### src/rtl/dcp_tx_printer_if.sv
// dcp_tx_printer_if: request/ack port from the command handlers plus the valid/ready byte stream to the UART.
interface dcp_tx_printer_if;
    logic        req_tx;
    logic        type_tx;
    logic [31:0] din_tx;
    logic        ack_tx;
    logic [7:0]  tx_data;
    logic        tx_vld;
    logic        tx_rdy;
    logic        busy;
    modport master (output req_tx, type_tx, din_tx, tx_rdy, input ack_tx, tx_data, tx_vld, busy);
    modport slave  (input req_tx, type_tx, din_tx, tx_rdy, output ack_tx, tx_data, tx_vld, busy);
endinterface

### src/rtl/dcp_tx_printer.sv
// dcp_tx_printer: formats a handler TX request as a raw byte or 8 ASCII hex digits and streams it over valid/ready.
module dcp_tx_printer #(
    parameter bit UPPER_CASE = 1'b1,
    parameter bit HEX_SPACE  = 1'b1
) (
    input logic             clk,
    input logic             rst,
    dcp_tx_printer_if.slave bus
);
    typedef enum logic [1:0] {IDLE, SEND, ACK, WAITLO} state_t;
    state_t      state_q;
    logic [31:0] word_q;
    logic        type_q;
    logic [3:0]  idx_q, last_q;
    logic [7:0]  tx_data_q;
    logic        tx_vld_q, ack_q, busy_q;
    logic [3:0]  idx_d;
    assign idx_d = idx_q + 4'd1;
    function automatic logic [7:0] fmt_byte(input logic [31:0] w, input logic t, input logic [3:0] i);
        logic [3:0] n;
        n = 4'(w >> (5'd28 - {i[2:0], 2'b00}));
        if (!t) return w[7:0];
        if (i[3]) return 8'h20;
        return (n < 4'd10) ? 8'h30 + {4'h0, n} : (UPPER_CASE ? 8'h37 : 8'h57) + {4'h0, n};
    endfunction
    always_ff @(posedge clk or posedge rst) begin
        if (rst) begin
            state_q   <= IDLE;
            word_q    <= '0;
            type_q    <= 1'b0;
            idx_q     <= '0;
            last_q    <= '0;
            tx_data_q <= '0;
            tx_vld_q  <= 1'b0;
            ack_q     <= 1'b0;
            busy_q    <= 1'b0;
        end else begin
            case (state_q)
                IDLE: if (bus.req_tx) begin
                    word_q    <= bus.din_tx;
                    type_q    <= bus.type_tx;
                    idx_q     <= '0;
                    last_q    <= bus.type_tx ? (HEX_SPACE ? 4'd8 : 4'd7) : 4'd0;
                    tx_data_q <= fmt_byte(bus.din_tx, bus.type_tx, 4'd0);
                    tx_vld_q  <= 1'b1;
                    busy_q    <= 1'b1;
                    state_q   <= SEND;
                end
                SEND: if (bus.tx_rdy) begin
                    if (idx_q == last_q) begin
                        tx_vld_q <= 1'b0;
                        ack_q    <= 1'b1;
                        state_q  <= ACK;
                    end else begin
                        idx_q     <= idx_d;
                        tx_data_q <= fmt_byte(word_q, type_q, idx_d);
                    end
                end
                ACK: begin
                    ack_q   <= 1'b0;
                    state_q <= WAITLO;
                end
                // the handler's req stays high until it sees ack; wait for it to drop
                WAITLO: if (!bus.req_tx) begin
                    busy_q  <= 1'b0;
                    state_q <= IDLE;
                end
                default: state_q <= IDLE;
            endcase
        end
    end
    assign bus.tx_data = tx_data_q;
    assign bus.tx_vld  = tx_vld_q;
    assign bus.ack_tx  = ack_q;
    assign bus.busy    = busy_q;
endmodule

### src/flat_wrapper.sv
// flat-port wrapper written by rule: the top's interface ports become plain ports
module dcp_tx_printer_flat 
#(
    parameter bit UPPER_CASE = 1'b1,
    parameter bit HEX_SPACE  = 1'b1
)
  (clk, rst, bus_req_tx, bus_type_tx, bus_din_tx, bus_tx_rdy, bus_ack_tx, bus_tx_data, bus_tx_vld, bus_busy);
  dcp_tx_printer_if bus_i ();
  input logic clk;
  input logic rst;
  input wire logic [$bits(bus_i.req_tx)-1:0] bus_req_tx;
  input wire logic [$bits(bus_i.type_tx)-1:0] bus_type_tx;
  input wire logic [$bits(bus_i.din_tx)-1:0] bus_din_tx;
  input wire logic [$bits(bus_i.tx_rdy)-1:0] bus_tx_rdy;
  output wire logic [$bits(bus_i.ack_tx)-1:0] bus_ack_tx;
  output wire logic [$bits(bus_i.tx_data)-1:0] bus_tx_data;
  output wire logic [$bits(bus_i.tx_vld)-1:0] bus_tx_vld;
  output wire logic [$bits(bus_i.busy)-1:0] bus_busy;
  assign bus_i.req_tx = bus_req_tx;
  assign bus_i.type_tx = bus_type_tx;
  assign bus_i.din_tx = bus_din_tx;
  assign bus_i.tx_rdy = bus_tx_rdy;
  assign bus_ack_tx = bus_i.ack_tx;
  assign bus_tx_data = bus_i.tx_data;
  assign bus_tx_vld = bus_i.tx_vld;
  assign bus_busy = bus_i.busy;
  dcp_tx_printer #(.UPPER_CASE(UPPER_CASE), .HEX_SPACE(HEX_SPACE)) u_core (.clk(clk), .rst(rst), .bus(bus_i));
endmodule
### config.mk
export PLATFORM = sky130hd
export DESIGN_NAME = dcp_tx_printer_flat
export DESIGN_NICKNAME = d
export VERILOG_FILES = /design/src/rtl/dcp_tx_printer_if.sv /design/src/rtl/dcp_tx_printer.sv /design/src/flat_wrapper.sv
export SDC_FILE = /design/constraint.sdc
export NUM_CORES = 1
export LEC_CHECK = 0
export ABC_AREA = 1
export BUFFER_PORTS_ARGS = -buffer_cell sky130_fd_sc_hd__buf_2
export CAP_MARGIN = 20
export CORE_AREA = 2 2 75 77
export CTS_BUF_LIST = sky130_fd_sc_hd__clkbuf_4
export CTS_CLUSTER_DIAMETER = 50
export CTS_CLUSTER_SIZE = 14
export DETAILED_ROUTE_END_ITERATION = 16
export DIE_AREA = 0 0 77 79
export PLACE_DENSITY = 0.75
export SLEW_MARGIN = 40
export SYNTH_ARGS = -nofsm -noshare
export SYNTH_HDL_FRONTEND = slang
export SYNTH_SLANG_ARGS = --single-unit
### constraint.sdc
create_clock -name clk -period 2.6 [get_ports clk]
set_input_delay 0.13 -clock clk [delete_from_list [all_inputs] [get_ports clk]]
set_output_delay 0.13 -clock clk [all_outputs]
set_load 0.05 [all_outputs]
==> flow_summary.toml <==
[run_status]
outcome = "finished, final reports clean"

[setup_path]
start_kind = "flip-flop"
crit_arrival_ns = 2.46
critPathMaxStageDelay_ns = 0.41
crit_required_ns = 2.87
reg2reg_to = "u_core.bus.tx_data[4]$_DFFE_PP0P_"
path_buf_inv = 4
cp_max_fo = 10
crit_chain = "inv_1 -> ha_1 -> clkinv_1 -> nor2_1 -> o21ai_0 -> nand2_1 -> nand2_1 -> nand2_1 -> inv_1 -> ha_1 -> inv_1 -> nor2_2 -> o21ai_1 -> nand2_1 -> nand2_1 -> nand2_1"
crit_path_end_kind = "flip-flop"
timing.rr.start = "u_core.idx_q[1]$_DFFE_PP0P_"
critPathKind = "reg -> reg"
crit_path_frequent_cell = "nand2_1"
slowest_stage = "dfrtp_1"
cp_top_family = "simple AND/OR/NAND/NOR gates"
reg2regPathDepth = 16
setup.reg_to_reg.worst_slack_ns = 0.41

[floorplan]
core_area_um2 = 5340
num_io_pins = 48
floorplan.initialDensity_pct = 52.1
fp.dieH_um = 79
die_area_um2 = 6080
floorplan.rows = 27
die_width_um = 77

[placement]
portBuffers = 47
pre_cts_slack_ns = 0.436
place_congestion = 0.847
hpwl_mm = 4.61

[final_layout]
multiInputGateArea_um2 = 1270
drive_gt1_share_pct = 16.2
synthToLayoutAreaGrowth_pct = 23.1
fin_util_pct = 64.2
layout.nets = 497
n_antenna_cell = 0
fillers = 470
seq_area_um2 = 1250

[cts]
cts_setup_buffers = 0
cts.path.max_buffers = 2
clk_pin_slew_ns = 0.14
clk_latency_ns = 0.36
htree_levels = 2
cts_sinks = 50
post_cts_resized = 0
ctsRootBufferMaster = "clkbuf_4"
cts_buffers = 5
ctsHoldBuffers = 28
cts_tree = "yes"

[global_route]
grt_pass1_vias = 2600
grt_max_degree = 53
groute.usage.overall_pct = 23.7
gr-total-overflow = 0
grt_pass1_wl_mm = 11.6
antenna_found_initial = 0

[min_path]
min-delay-start = "bus_din_tx[5]"
hp-class = "in -> reg"
min_to = "u_core.word_q[5]$_DFFE_PP0P_"
hold-path-cell-count = 3

[logic_synthesis]
synth.most_common_cell = "nand2_1"
netlist_instances = 376
synth_edf_count = 0
synth.distinct_cells = 28
ys_seq_area_share_pct = 45.0
synth_nets = 421
synth_area_leaders = "dfrtp_1 45%, nand2_1 15%, o21ai_0 8.6%"
synth_seq_cells = 50
syn_area_um2 = 2780
synth_warnings = 0
synth_top_area_share_pct = 45.0
yosys-top-cells-count = "114 x nand2_1, 50 x dfrtp_1, 50 x inv_1, 48 x o21ai_0, 28 x nand3_1"
synth_largest_area_cell = "dfrtp_1"
async_reset_ff_share_pct = 100
ys.flop_type = "dfrtp_1"
syn_avg_cell_area_um2 = 7.40

[routing]
post_drt_wl_per_cell_um = 12.8
first_iter_violations = 99
vias_per_cell = 5.02
vias = 2631
drt_pass1_iterations = 4
antenna_left = 0
remaining_drc_errors = 0
drt_wl_total_mm = 6.69

[timing]
tightestPinTransition_ns = 0.607
slew_headroom_pct = 59.5
clock.fmax_mhz = 456
finalMaxSlewViolations = 0
timing.hold.ws_ns = 0.0430
timing.final.ws_setup_ns = 0.406
setup_violations = 0
period_share_pct = 84.4
hold_viol = 0
rsz0062_at_grt = "no"
skew_ns = 0.0114
tns_ns = 0
period_needed_ns = 2.19

[pwr]
switchingPower_uw = 1690
clkPwrFrac_pct = 10.0
vdd_drop_max_uv = 627
seqPwrFrac_pct = 36.6
p_int_uw = 1840
p_leak_uw = 0.00177
netSwitchingFraction_pct = 47.8
power_density_nw_per_um2 = 1030
pwr-share-comb_pct = 53.4

[job]
cap_violations = 0
## how the worst max path moves through the flow
stage,depth (start not counted),start,end
3_3_place_gp,13,u_core.idx_q[0]$_DFFE_PP0P_,u_core.bus.tx_data[2]$_DFFE_PP0P_
4_1_cts,13,u_core.idx_q[0]$_DFFE_PP0P_,u_core.bus.tx_data[2]$_DFFE_PP0P_
6_report,16,u_core.idx_q[1]$_DFFE_PP0P_,u_core.bus.tx_data[4]$_DFFE_PP0P_
2_1_floorplan,18,u_core.idx_q[0]$_DFFE_PP0P_,u_core.bus.tx_data[4]$_DFFE_PP0P_
5_1_grt,15,u_core.idx_q[0]$_DFFE_PP0P_,u_core.bus.tx_data[1]$_DFFE_PP0P_
3_5_place_dp,16,u_core.idx_q[1]$_DFFE_PP0P_,u_core.bus.tx_data[4]$_DFFE_PP0P_
## kinds of logic after synthesis
| logic type | Yosys count | synth area share (%) |
|---|---|---|
| AO/OA/AOI/OAI | 79 | 14.6 |
| XOR/XNOR | 5 | 2.11 |
| adder cells (fa/ha/maj) | 8 | 3.60 |
| buffers and inverters | 65 | 9.44 |
| flip-flops | 50 | 45.0 |
| AND/OR/NAND/NOR | 169 | 25.3 |
## worst register-to-register path, cell delays in order, from the launching register on
cell and delay [ns]:
dfrtp_1 0.41, inv_1 0.07, ha_1 0.29, clkinv_1 0.23, nor2_1 0.16, o21ai_0 0.09
nand2_1 0.06, nand2_1 0.04, nand2_1 0.08, inv_1 0.06, ha_1 0.19, inv_1 0.08
nor2_2 0.05, o21ai_1 0.12, nand2_1 0.06, nand2_1 0.05, nand2_1 0.04
## metal layers
metal,track usage [%],wire length [um]
met3,4.09,286
met2,40.5,3150
met1,31.9,3190
met4,5.00,62
met5,0,0
## layout make-up
| type | instances | area share, % |
|---|---|---|
| tap | 72 | 2.63 |
| inverter | 53 | 5.88 |
| clock buffer | 7 | 1.53 |
| multi-input combinational | 261 | 37.0 |
| sequential | 50 | 36.5 |
| timing repair buffer | 81 | 16.4 |
## power groups by stage
| stage | clock, uW | sequential [uW] | combinational, uW |
|---|---|---|---|
| floorplan | 0 | 1540 | 1180 |
| global placement | 0 | 1300 | 1820 |
| detailed placement | 0 | 1310 | 1850 |
| CTS | 369 | 1290 | 1890 |
| global route | 393 | 1330 | 2160 |
| finish | 354 | 1290 | 1890 |
## per-stage QoR
step	power, uW	cells	area [um^2]
2_1_floorplan	2720	376	2780
3_3_place_gp	3120	489	3090
3_5_place_dp	3160	489	3090
4_1_cts	3550	524	3420
5_1_grt	3880	524	3420
6_report	3540	524	3420
## sequential cells by signal, indices dropped and copies added, names as in the netlist
name and count:
u_core.idx_q 4, u_core.last_q 1, u_core.bus.ack_tx 1, u_core.bus.tx_data 8, u_core.word_q 32, u_core.bus.tx_vld 1, u_core.bus.busy 1, u_core.state_q 2
## layout by cell type (no fill, tap or decap), types with 5 or more instances in the layout
cell type / n
a21oi_1: 23
nand2_1: 114
clkbuf_4: 7
o21ai_0: 48
nor2_1: 16
dfrtp_1: 50
buf_4: 6
ha_1: 8
inv_1: 49
nand3_1: 28
buf_2: 47
nand2_2: 5
dlygate4sd3_1: 28
No activity file was read; power rests on OpenSTA's default activity.
